**src/rtl/led_seq_pkg.sv**
```systemverilog
// Shared mode codes, initial patterns and control FSM encoding for led_sequencer.
// No logic of its own; init_pattern() maps a mode code to its first animation frame.
package led_seq_pkg;

   localparam logic [2:0] MODE_OFF    = 3'd0;
   localparam logic [2:0] MODE_ALL_ON = 3'd1;
   localparam logic [2:0] MODE_CHASE  = 3'd2;
   localparam logic [2:0] MODE_BOUNCE = 3'd3;
   localparam logic [2:0] MODE_BLINK  = 3'd4;
   localparam logic [2:0] MODE_BINARY = 3'd5;

   localparam logic [3:0] INIT_OFF    = 4'b0000;
   localparam logic [3:0] INIT_ALL_ON = 4'b1111;
   localparam logic [3:0] INIT_CHASE  = 4'b0001;
   localparam logic [3:0] INIT_BOUNCE = 4'b0001;
   localparam logic [3:0] INIT_BLINK  = 4'b1111;
   localparam logic [3:0] INIT_BINARY = 4'b0000;

   localparam logic DIR_UP   = 1'b0;
   localparam logic DIR_DOWN = 1'b1;

   typedef enum logic {
      ST_RUN     = 1'b0,
      ST_PENDING = 1'b1
   } state_t;

   // Reserved codes fall through to the OFF frame.
   function automatic logic [3:0] init_pattern(input logic [2:0] m);
      case (m)
         MODE_ALL_ON: init_pattern = INIT_ALL_ON;
         MODE_CHASE:  init_pattern = INIT_CHASE;
         MODE_BOUNCE: init_pattern = INIT_BOUNCE;
         MODE_BLINK:  init_pattern = INIT_BLINK;
         MODE_BINARY: init_pattern = INIT_BINARY;
         default:     init_pattern = INIT_OFF;
      endcase
   endfunction

endpackage

```
**src/rtl/led_prescaler.sv**
```systemverilog
// Free-running divider: one-cycle tick every DIV clocks, first tick at cycle DIV-1 after reset.
// Latency: tick decoded combinationally from the count register. No backpressure.
module led_prescaler #(
   parameter int DIV = 3_000_000
) (
   input  logic clk,
   input  logic rst,
   output logic tick
);

   localparam int CW = (DIV > 2) ? $clog2(DIV) : 1;

   logic [CW-1:0] cnt;

   assign tick = (cnt == CW'(DIV - 1));

   always_ff @(posedge clk) begin
      if (rst) begin
         cnt <= '0;
      end else if (tick) begin
         cnt <= '0;
      end else begin
         cnt <= cnt + 1'b1;
      end
   end

endmodule

```
**src/rtl/led_sequencer.sv**
```systemverilog
// Four-LED animation sequencer, six modes, mode switches applied only on prescaler ticks.
// Latency: new pattern 1..DIV cycles after accept, plus 1; mode_ready low from accept until after the applying tick.
// Optional LED_SEQ_PWM_EN adds a brightness port and 16-step PWM dimming on the registered LED drives.
module led_sequencer
   import led_seq_pkg::*;
#(
   parameter int DIV = 3_000_000
) (
   input  logic       clk,
   input  logic       rst,
   input  logic [2:0] mode,
   input  logic       mode_valid,
`ifdef LED_SEQ_PWM_EN
   input  logic [3:0] brightness,
`endif
   output logic       mode_ready,
   output logic       D1,
   output logic       D2,
   output logic       D3,
   output logic       D4
);

   state_t     state, state_nxt;
   logic [2:0] cur_mode, cur_mode_nxt;
   logic [2:0] pend_mode, pend_mode_nxt;
   logic [3:0] pattern, pattern_nxt;
   logic       dir, dir_nxt;
   logic       tick;

   led_prescaler #(.DIV(DIV)) u_presc (
      .clk  (clk),
      .rst  (rst),
      .tick (tick)
   );

   assign mode_ready = (state == ST_RUN);

   always_ff @(posedge clk) begin
      if (rst) begin
         state     <= ST_RUN;
         cur_mode  <= MODE_OFF;
         pend_mode <= MODE_OFF;
         pattern   <= INIT_OFF;
         dir       <= DIR_UP;
      end else begin
         state     <= state_nxt;
         cur_mode  <= cur_mode_nxt;
         pend_mode <= pend_mode_nxt;
         pattern   <= pattern_nxt;
         dir       <= dir_nxt;
      end
   end

   always_comb begin
      state_nxt     = state;
      cur_mode_nxt  = cur_mode;
      pend_mode_nxt = pend_mode;
      pattern_nxt   = pattern;
      dir_nxt       = dir;
      case (state)
         ST_RUN: begin
            // A tick coincident with an accept still advances the old mode.
            if (tick) begin
               case (cur_mode)
                  MODE_CHASE:  pattern_nxt = {pattern[2:0], pattern[3]};
                  MODE_BOUNCE: begin
                     if (dir == DIR_UP) begin
                        if (pattern[3]) begin
                           pattern_nxt = pattern >> 1;
                           dir_nxt     = DIR_DOWN;
                        end else begin
                           pattern_nxt = pattern << 1;
                        end
                     end else begin
                        if (pattern[0]) begin
                           pattern_nxt = pattern << 1;
                           dir_nxt     = DIR_UP;
                        end else begin
                           pattern_nxt = pattern >> 1;
                        end
                     end
                  end
                  MODE_BLINK:  pattern_nxt = ~pattern;
                  MODE_BINARY: pattern_nxt = pattern + 4'd1;
                  default:     pattern_nxt = pattern;
               endcase
            end
            if (mode_valid) begin
               pend_mode_nxt = mode;
               state_nxt     = ST_PENDING;
            end
         end
         ST_PENDING: begin
            if (tick) begin
               cur_mode_nxt = pend_mode;
               pattern_nxt  = init_pattern(pend_mode);
               dir_nxt      = DIR_UP;
               state_nxt    = ST_RUN;
            end
         end
         default: state_nxt = ST_RUN;
      endcase
   end

`ifdef LED_SEQ_PWM_EN
   logic [3:0] pwm_cnt;
   logic [3:0] led_q;

   always_ff @(posedge clk) begin
      if (rst) begin
         pwm_cnt <= '0;
         led_q   <= '0;
      end else begin
         pwm_cnt <= pwm_cnt + 4'd1;
         led_q   <= pattern_nxt & {4{pwm_cnt < brightness}};
      end
   end

   assign {D4, D3, D2, D1} = led_q;
`else
   assign {D4, D3, D2, D1} = pattern;
`endif

endmodule

```
**config.mk**
```make
export PLATFORM = sky130hd
export DESIGN_NAME = led_sequencer
export DESIGN_NICKNAME = d
export VERILOG_FILES = /design/src/rtl/led_seq_pkg.sv /design/src/rtl/led_prescaler.sv /design/src/rtl/led_sequencer.sv
export SDC_FILE = /design/constraint.sdc
export NUM_CORES = 1
export LEC_CHECK = 0
export BUFFER_PORTS_ARGS = -buffer_cell sky130_fd_sc_hd__buf_2
export CORE_UTILIZATION = 33
export CTS_CLUSTER_DIAMETER = 80
export DETAILED_ROUTE_END_ITERATION = 8
export PLACE_DENSITY_LB_ADDON = 0.05
export SETUP_SLACK_MARGIN = 0.1
export SYNTH_ARGS = -nofsm -noshare
export SYNTH_HDL_FRONTEND = slang
export SYNTH_SLANG_ARGS = --single-unit
```
**constraint.sdc**
```tcl
create_clock -name clk -period 2 [get_ports clk]
set_input_delay 0.2 -clock clk [delete_from_list [all_inputs] [get_ports clk]]
set_output_delay 0.2 -clock clk [all_outputs]
set_load 0.05 [all_outputs]
```
==> summary.md <==
| Metric | Value |
|---|---|
| Status | finished, final reports clean |
| First-pass detailed-route iteration total | 4 |
| Slew Viols, Final | 0 |
| NetSw | 326 µW |
| I/O Buffers | 10 |
| Total wire length | roughly 4.5 mm |
| Tcrit/Tclk final | 87.1% |
| Pwr Density | approximately 660 nW/µm² |
| Final setup violation count | 0 |
| Share of the synthesized area in the top cell type | 35.8% |
| Syn nets | 229 |
| Kind of critical path | flop to flop |
| Share of cells above drive strength 1 | 15.2% |
| Vias/cell | 5.49 |
| Mean post-synth cell area | between 8 and 9 µm² |
| Logic pwr share | 5.5% |
| Sw frac | 23.0% |
| Antenna Nets Post-Route | 0 |
| Hold WC Path Type | input port to flop |
| Most common cell after layout, fill and taps aside | dfxtp_1 |
| Core Region | 5540 µm² |
| Via count of the first global-routing pass | roughly 1600 |
| Reg power frac | roughly 49% |
| Worst Setup End Kind | flop |
| Yosys top cell by area | dfxtp_1 |
| Root Buffer | clkbuf_8 |
| CTS clk-pin slew, worst paths | 0.08 ns |
| Worst hold slack | around 0.15 ns |
| Setup Skew | around 0.012 ns |
| Initial DRC count | 95 |
| Row count | 27 |
| First-pass GRT wire length | 7.73 mm |
| Predominant post-synthesis flop cell | dfxtp_1 |
| Largest net degree at the start of global routing | 21 |
| Layout area overhead | 12.1% |
| Vias after detailed routing | around 1700 |
| Starting density of the core | 34.3% |
| Clock latency at the later pin of the worst-skew pair | 0.29 ns |
| YS warnings | 0 |
| Chip Height | between 70 and 80 µm |
| Seq cells post-synth | 34 |
| GRT overflow | 0 |
| Worst Path Max Fanout | 10 |
| Int Power | approximately 1.1 mW |
| Min Tclk post-route | 1.74 ns |
| Synth area leaders | dfxtp_1 (36%), xor2_1 (4.6%), nor2_1 (4.1%), a21oi_1 (3.9%), mux2i_1 (3.7%) |
| Netlist cell types | 51 |
| CTS sink cnt | 34 |
| Peak supply drop | 0.323 mV |
| Final hold viol count | 0 |
| Most frequent cells in the layout | dfxtp_1 (34), nor2_1 (21), a21oi_1 (15) |
| Dpl cells | 295 |
| DIE AREA | 6070 µm² |
| Fill cells | 597 |
| Rel. slew slack | 64.6% |
| Req. time, crit path | 2.17 ns |
| RSZ-0062 raised after global routing | no |
| CTS Buf Count | 5 |
| CTS tree | done |
| # Max-Cap Violations | 0 |
| Critical path launch point type | flop |
| HPWL Detailed | 3.21 mm |
| Fin cells | 303 |
| Cells after Synth | 220 |
| Mapped Area | 1900 µm² |
| Peak Freq | 574 MHz |
| DRC Markers | 0 |
| RD Place Congestion | 0.764 |
| Antenna violations before repair | 0 |
| I/O pin count | 11 |
| H-tree levels | 2 |
| Critical Path AT | between 1.5 and 2 ns |
| Die X | 77.9 µm |
| Total Routing Usage GR | 16.0% |
| Final #Nets | 239 |
| CTS max path bufs | 2 |
| P_leak | between 0.7 and 0.8 nW |
| Ys async rst share | 0% |
| Ant diodes | 0 |
| Number of synthesized flops with an enable pin | 0 |
| Slew at the pin closest to its max-slew limit | 0.527 ns |
| Routed WL per cell | about 15 µm |
| Post-route setup TNS | 0 ns |
| Power share of the clock group | 45.2% |
| Post-synthesis sequential area ratio | 35.8% |
## what timing repair did
item                                    4_1_cts  5_1_grt
buffers inserted                              0        0
pin swaps                                     0        0
endpoints found under the setup margin        1        6
gates resized for setup                       1        3
hold buffers                                  0        0
## cells in the mapped netlist (all sizes together) (2+ instances only)
library cell   n
dfxtp         34
nor2          21
a21oi         16
nand2         11
xor2          10
nand4          8
buf            7
inv            7
mux2i          7
nand2b         7
a211oi         6
clkbuf         6
nand3          6
nor3           6
or3            6
and4           5
nor2b          5
o21ai          5
o31ai          5
or4            5
and3           4
ha             3
nor4b          3
xnor2          3
a2111oi        2
a21o           2
a311oi         2
and2           2
nand3b         2
o2111a         2
## power groups by stage
stage | logic [mW] | clock network [mW] | registers, mW
final | 0.0780 | 0.639 | 0.697
after global routing | 0.0869 | 0.694 | 0.699
after CTS | 0.0788 | 0.656 | 0.697
after detailed placement | 0.0782 | 0 | 0.713
after global placement | 0.0770 | 0 | 0.712
after floorplan | 0.0572 | 0 | 0.711
## logic make-up (layout without fill, tap and decap cells)
kind of cell               count (synthesis)  in the layout  share of synthesized area (%)
DFF                                       34             34                           35.8
AOI/OAI and AO/OA                         47             47                           17.2
and+or+nand+nor                           96             96                           30.0
buffers and inverters                     20             31                           5.46
muxes                                      7              7                           3.68
adders and majority gates                  3              3                           1.97
xor gates and xnor gates                  13             13                           5.98
## flip-flops by register name, indices dropped and copies added, names as in the netlist
| name | flops |
|---|---|
| dir | 1 |
| u_presc.cnt | 22 |
| pattern | 4 |
| pend_mode | 3 |
| cur_mode | 3 |
| state | 1 |
## path summary, 6_finish.rpt
check / endpoint / startpoint / slack, ns / depth (start not counted)
max: pattern[3] / cur_mode[0] / 0.26 / 4
min: pend_mode[0] / mode[0] / 0.15 / 3
max reg2reg: pattern[3] / cur_mode[0] / 0.26 / 4
min reg2reg: u_presc.cnt[0] / u_presc.cnt[0] / 0.44 / 1
## layout make-up
cell class	count	area, µm²	area share, %
well taps	72	90.1	4.22
multi-input cells	166	1130	52.8
repair buffers	16	95.1	4.46
clock buffers	5	68.8	3.23
clock inverters	3	45.0	2.11
flip-flops and latches	34	681	31.9
inverters	7	26.3	1.23
## layer usage
layer	track usage [%]	routed length [µm]	vias to the layer above
li1	-	-	830
met1	19.8	2050	800
met2	27.4	2230	26
met3	3.53	130	8
met4	5.56	68	0
met5	0	0	-
## through the flow
stage          setup WS [ns]  total power [mW]  cell area [µm²]  utilization, %
2_1_floorplan          0.215             0.768             1900               -
5_1_grt                0.132              1.48             2130            38.5
6_report               0.259              1.41             2130            38.5
4_1_cts                0.211              1.43             2130            38.4
3_5_place_dp           0.131             0.791             2010            36.3
3_3_place_gp           0.226             0.789             2010            36.3
## critical path, stage by stage, from the launching register on
cell and delay (ns):
dfxtp_1 0.52, nand3b_1 0.25, o311a_1 0.41, nor4_1 0.33, a211oi_1 0.12
Note: power is estimated with default switching activity, not from simulation.
